<file path="src/rtl/block_stack_tracker.sv">
// block_stack_tracker
// Keeps the full stack of placed rows for the block stacker. Each accepted
// player stop is intersected with the current top row; on a hit the trimmed
// block is pushed, on a miss the game ends. The renderer reads rows through a
// registered read port.
// Optional feature: define BLOCK_SNAP_EN to snap near-perfect stops onto the
// top row (within SNAP_TOL pixels on both edges) and flag result_perfect.
module block_stack_tracker #(
  parameter int COORD_W    = 9,
  parameter int DEPTH      = 16,
  parameter int BASE_START = 120,
  parameter int BASE_END   = 199,
  parameter int SNAP_TOL   = 1
) (
  input  logic                       clk,
  input  logic                       reset,
  input  logic                       stop_valid,
  output logic                       stop_ready,
  input  logic [COORD_W-1:0]         curr_start,
  input  logic [COORD_W-1:0]         curr_end,
  output logic [COORD_W-1:0]         top_start,
  output logic [COORD_W-1:0]         top_end,
  output logic [COORD_W-1:0]         top_width,
  output logic [$clog2(DEPTH+1)-1:0] height,
  output logic                       result_valid,
  output logic                       result_hit,
  output logic                       result_perfect,
  output logic                       game_over,
  output logic                       game_won,
  input  logic [$clog2(DEPTH)-1:0]   rd_row,
  output logic [COORD_W-1:0]         rd_start,
  output logic [COORD_W-1:0]         rd_end,
  output logic                       rd_vld
);

  localparam int H_W = $clog2(DEPTH+1);
  localparam int R_W = $clog2(DEPTH);

`ifdef BLOCK_SNAP_EN
  localparam bit SNAP_EN = 1'b1;
`else
  localparam bit SNAP_EN = 1'b0;
`endif

  typedef enum logic [2:0] {S_IDLE, S_CHECK, S_PUSH, S_REPORT, S_OVER} state_t;

  state_t             state_q, state_d;
  logic [COORD_W-1:0] cs_q, ce_q, lo_q, hi_q;
  logic               hit_q, perfect_q;
  logic [H_W-1:0]     height_q;
  logic [COORD_W-1:0] row_start_q [DEPTH];
  logic [COORD_W-1:0] row_end_q   [DEPTH];
  logic               game_over_q, game_won_q;
  logic [COORD_W-1:0] rd_start_q, rd_end_q;
  logic               rd_vld_q;

  logic [R_W-1:0]     top_idx, push_idx;
  logic [COORD_W-1:0] lo, hi, d_start, d_end;
  logic               hit, snap, at_full;

  // The top row is always the last pushed one; the next push lands just above it.
  assign top_idx   = R_W'(height_q - H_W'(1));
  assign push_idx  = R_W'(height_q);
  assign top_start = row_start_q[top_idx];
  assign top_end   = row_end_q[top_idx];
  assign top_width = top_end - top_start + COORD_W'(1);
  assign height    = height_q;
  assign at_full   = (height_q == H_W'(DEPTH));
  assign game_over = game_over_q;
  assign game_won  = game_won_q;
  assign rd_start  = rd_start_q;
  assign rd_end    = rd_end_q;
  assign rd_vld    = rd_vld_q;

  // Overlap of the captured block with the top row, plus the snap decision.
  always_comb begin
    // NOTE: every output of a combinational block gets a value on every path, or a latch is inferred.
    lo      = (cs_q > top_start) ? cs_q : top_start;
    hi      = (ce_q < top_end) ? ce_q : top_end;
    hit     = (cs_q <= ce_q) && (lo <= hi);
    d_start = (cs_q >= top_start) ? (cs_q - top_start) : (top_start - cs_q);
    d_end   = (ce_q >= top_end) ? (ce_q - top_end) : (top_end - ce_q);
    snap    = SNAP_EN && hit &&
              (d_start <= COORD_W'(SNAP_TOL)) && (d_end <= COORD_W'(SNAP_TOL));
  end

  // State register.
  always_ff @(posedge clk) begin
    // NOTE: sequential state uses non-blocking assignments so all flops update together at the edge.
    if (reset) state_q <= S_IDLE;
    else       state_q <= state_d;
  end

  // Next-state and control outputs.
  always_comb begin
    state_d        = state_q;
    stop_ready     = 1'b0;
    result_valid   = 1'b0;
    result_hit     = 1'b0;
    result_perfect = 1'b0;
    case (state_q)
      S_IDLE: begin
        stop_ready = 1'b1;
        if (stop_valid) state_d = S_CHECK;
      end
      S_CHECK: state_d = S_PUSH;
      S_PUSH:  state_d = S_REPORT;
      S_REPORT: begin
        result_valid   = 1'b1;
        result_hit     = hit_q;
        result_perfect = perfect_q;
        if (!hit_q || at_full) state_d = S_OVER;
        else                   state_d = S_IDLE;
      end
      S_OVER:  state_d = S_OVER;
      default: state_d = S_IDLE;
    endcase
  end

  // Capture, intersect, push and game flags.
  always_ff @(posedge clk) begin
    if (reset) begin
      // NOTE: the row memory is reset because the renderer and the game rely on a known base row and empty rows.
      for (int i = 0; i < DEPTH; i++) begin
        row_start_q[i] <= '0;
        row_end_q[i]   <= '0;
      end
      row_start_q[0] <= COORD_W'(BASE_START);
      row_end_q[0]   <= COORD_W'(BASE_END);
      height_q       <= H_W'(1);
      cs_q           <= '0;
      ce_q           <= '0;
      lo_q           <= '0;
      hi_q           <= '0;
      hit_q          <= 1'b0;
      perfect_q      <= 1'b0;
      game_over_q    <= 1'b0;
      game_won_q     <= 1'b0;
    end else begin
      case (state_q)
        S_IDLE: begin
          if (stop_valid) begin
            cs_q <= curr_start;
            ce_q <= curr_end;
          end
        end
        S_CHECK: begin
          lo_q      <= lo;
          hi_q      <= hi;
          hit_q     <= hit;
          perfect_q <= snap;
        end
        S_PUSH: begin
          if (hit_q) begin
            row_start_q[push_idx] <= perfect_q ? top_start : lo_q;
            row_end_q[push_idx]   <= perfect_q ? top_end : hi_q;
            height_q              <= height_q + H_W'(1);
          end
        end
        S_REPORT: begin
          if (!hit_q)      game_over_q <= 1'b1;
          else if (at_full) game_won_q <= 1'b1;
        end
        default: ;
      endcase
    end
  end

  // Registered renderer read port; rows at or above height read as empty.
  always_ff @(posedge clk) begin
    if (reset) begin
      rd_start_q <= '0;
      rd_end_q   <= '0;
      rd_vld_q   <= 1'b0;
    end else if (H_W'(rd_row) < height_q) begin
      rd_start_q <= row_start_q[rd_row];
      rd_end_q   <= row_end_q[rd_row];
      rd_vld_q   <= 1'b1;
    end else begin
      rd_start_q <= '0;
      rd_end_q   <= '0;
      rd_vld_q   <= 1'b0;
    end
  end

endmodule

</file>
<file path="config.mk">
export PLATFORM = sky130hd
export DESIGN_NAME = block_stack_tracker
export DESIGN_NICKNAME = d
export VERILOG_FILES = /design/src/rtl/block_stack_tracker.sv
export SDC_FILE = /design/constraint.sdc
export NUM_CORES = 1
export LEC_CHECK = 0
export CAP_MARGIN = 20
export CORE_ASPECT_RATIO = 0.9
export CORE_MARGIN = 1
export CORE_UTILIZATION = 32
export CTS_CLUSTER_DIAMETER = 80
export DETAILED_ROUTE_END_ITERATION = 10
export GPL_ROUTABILITY_DRIVEN = 0
export PLACE_DENSITY = 0.57
export RECOVER_POWER = 100
export SLEW_MARGIN = 25
export SYNTH_ARGS = -nofsm -noshare
export SYNTH_HDL_FRONTEND = slang
export SYNTH_SLANG_ARGS = --single-unit
</file>
<file path="constraint.sdc">
create_clock -name clk -period 5.4 [get_ports clk]
set_clock_uncertainty 0.05 [all_clocks]
set_input_delay 0.54 -clock clk [delete_from_list [all_inputs] [get_ports clk]]
set_output_delay 0.54 -clock clk [all_outputs]
set_load 0.02 [all_outputs]
</file>
==> impl_metrics.env <==
export IMPL_status="complete, but fails checks"
export IMPL_violations="max-capacitance violations, max-slew violations"
export IMPL_final_common_cell="edfxtp_1"
export IMPL_hp_start="game_over$_SDFFE_PP0P_"
export IMPL_cts_made_buffers=38
export IMPL_cts_buffer_depth=3
export IMPL_tightest_slew_ns=3.10
export IMPL_setup_viol_count_final=0
export IMPL_wl_met2_um=28900
export IMPL_syn_avg_cell_area_um2=13.0
export IMPL_end_kind="output pin"
export IMPL_io_pins=82
export IMPL_r2r_end="hit_q$_SDFFE_PP0P_"
export IMPL_clkLatencyLatePin_ns=0.55
export IMPL_rsz0062_at_grt="false"
export IMPL_drive_above_1_share_pct=18.9
export IMPL_grt_pass1_wl_um=89900
export IMPL_holdPathStages=2
export IMPL_power_mw=6.87
export IMPL_min_to="game_over$_SDFFE_PP0P_"
export IMPL_stdcell_area_um2=22400
export IMPL_fin_crit_ns=5.22
export IMPL_synth_area_leaders="edfxtp_1 (45%), mux4_2 (17%), and2_1 (9.2%), dfxtp_1 (6.9%), ha_1 (3.7%)"
export IMPL_p_int_mw=5.04
export IMPL_grt_overflow=0
export IMPL_leakage_nw=7.98
export IMPL_ys_seq_elements=354
export IMPL_dp_hpwl_um=39000
export IMPL_die_x_um=260
export IMPL_top_layer="met5"
export IMPL_path_clk_slew_ns=0.06
export IMPL_finalWirelength_um=62300
export IMPL_start_util_pct=32.6
export IMPL_r2r_start="height[0]$_SDFFE_PP1P_"
export IMPL_final_cells=2374
export IMPL_p_switching_mw=1.83
export IMPL_cp_max_fo=13
export IMPL_synthCells=1473
export IMPL_hp_class="reg2reg"
export IMPL_crit_path_start_kind="register"
export IMPL_route_detailed_drc=0
export IMPL_powerDensity_nw_per_um2=307
export IMPL_seq_power_share_pct=46.2
export IMPL_antenna_found_initial=7
export IMPL_tns_ns=0
export IMPL_htreeDepth=2
export IMPL_power_share_clock_pct=38.4
export IMPL_area_growth_pct=16.7
export IMPL_cp_required_ns=4.81
export IMPL_synthArstFlopShare_pct=0
export IMPL_maxCapViolCount=26
export IMPL_cts_tree="done"
export IMPL_grt_max_degree=64
export IMPL_critPathKind="reg2out"
export IMPL_synth_area_um2=19200
export IMPL_post_drt_wl_per_cell_um=26.2
export IMPL_ff2ff_setup_slack_ns=0.24
export IMPL_switching_share_pct=26.6
export IMPL_place_inst=2294
export IMPL_first_pass_iters=5
export IMPL_hold_violations=0
export IMPL_slew_viol_final=459
export IMPL_ys_flop_type="edfxtp_1"
export IMPL_p_comb_share_pct=15.4
export IMPL_ys_warn_count=0
export IMPL_layout_nets=1653
export IMPL_die_area_um2=60900
export IMPL_reg2reg_depth=24
export IMPL_mostFrequentLayoutCells="edfxtp_1 (288), and2_1 (159), mux4_2 (146)"
export IMPL_detail_route_antenna_nets=0
export IMPL_maxSlewHeadroom_pct=-107
export IMPL_grt_pass1_vias=12800
export IMPL_cts_sink_count=354
export IMPL_grt_usage_pct=20.4
export IMPL_wl_met1_um=26300
export IMPL_synth_largest_area_cell="edfxtp_1"
export IMPL_die_h_um=234
export IMPL_synth_cell_type_count=58
export IMPL_fin_crit_sh_pct=96.6
export IMPL_rows=84
export IMPL_core_area_um2=58900
export IMPL_synth_edf_count=288
export IMPL_clockRootBuffer="clkbuf_16"
export IMPL_drtIter0Drc=1177
export IMPL_wl_met3_um=5120
export IMPL_cp_arrival_ns=4.63
export IMPL_critPathLaunch="height[0]$_SDFFE_PP1P_"
export IMPL_max_freq_ghz=0.192
export IMPL_place_area_um2=21100
export IMPL_max_vdd_ir_drop_mv=0.184
export IMPL_routed_via_density=5.43
export IMPL_synth_top_area_share_pct=45.1
export IMPL_ys_seq_area_share_pct=52.0
export IMPL_port_buffers=80
export IMPL_routed_via_count=12900
export IMPL_syn_num_nets=1556
power groups by stage:
stage	Clock [mW]	Sequential (mW)	Combinational, mW
final	2.64	3.17	1.06
after CTS	2.68	3.16	1.08
after detailed placement	0	3.22	1.08
after global routing	2.78	3.19	1.14
after floorplan	0	3.16	0.687
after global placement	0	3.22	1.08
kinds of logic (layout without fill, tap and decap cells):
logic type      Yosys count  after routing  synth area share, %
simple gates            581            581                 16.3
xor+xnor                 14             14                0.717
buf+inv                 149            275                 3.61
mux                     173            173                 18.6
compound gates          143            143                 4.89
flops                   354            354                 52.0
fa+ha+maj                58             58                 3.82
other cells               1              2               0.0195
repair_timing:
item                                    CTS  global route
cloned                                    0             1
setup buffers                             1             8
pin swaps                                 0             1
endpoints found under the setup margin    6             5
resized for setup                        10            11
hold buffers                              0             0
through the flow:
step	hold slack (ns)	utilization (%)	setup slack [ns]
floorplan	0.399	-	0.0178
global placement	0.409	35.9	0.146
detailed placement	0.412	35.9	-0.0206
CTS	0.426	38.0	0.0470
global route	0.468	38.0	0.00443
finish	0.423	38.0	0.181
worst max-delay path: stages (launching register included):
cell,delay (ns)
dfxtp_4,0.41
inv_2,0.07
ha_4,0.18
xor2_4,0.21
buf_12,0.20
buf_4,0.22
mux2i_1,0.22
a32oi_1,0.09
a41oi_2,0.27
buf_4,0.19
inv_1,0.12
ha_1,0.37
ha_1,0.38
nand2_1,0.07
o21ai_0,0.21
nor2_1,0.08
xnor2_1,0.14
clkdlybuf4s50_1,0.62
cell usage after synthesis (19+ instances only):
cell,instances
clkbuf_1,57
o21ai_0,19
nor2b_1,29
nand3_1,21
edfxtp_1,288
nor2_1,51
and2_1,283
inv_1,42
dfxtp_1,66
buf_2,28
nand2_1,143
ha_1,57
mux4_2,146
a21oi_1,52
area by class of cell:
type	instances	area [um2]
Fill cell	5573	36500
Clock inverter	12	114
Antenna cell	1	2.50
Inverter	43	161
Timing Repair Buffer	163	1410
Tap cell	774	968
Multi-Input combinational cell	970	8650
Clock buffer	57	1120
Sequential cell	354	9970
worst max-delay path by stage:
stage | to | slack [ns] | cells after the start
after floorplan | hit_q$_SDFFE_PP0P_ | 0.02 | 26
after global placement | top_width[8] | 0.15 | 18
after detailed placement | hit_q$_SDFFE_PP0P_ | -0.02 | 23
after CTS | top_width[6] | 0.05 | 17
after global routing | hit_q$_SDFFE_PP0P_ | 0.004 | 25
final | top_width[6] | 0.18 | 17
per-layer routing:
metal  vias to the layer above  global-route usage [%]
met4                         2                    6.05
met1                      6554                    28.5
met5                         -                       0
li1                       5613                       -
met2                       599                    32.2
met3                       120                    3.63
sequential cells by signal (all words and copies together), names as in the netlist:
name and cells:
row_end_q 144, row_start_q 144, ce_q 9, cs_q 9, hi_q 9, lo_q 9, rd_end 9, rd_start 9
height 5, state_q 3, game_over 1, game_won 1, hit_q 1, rd_vld 1
(Power assumes the default switching activity.)
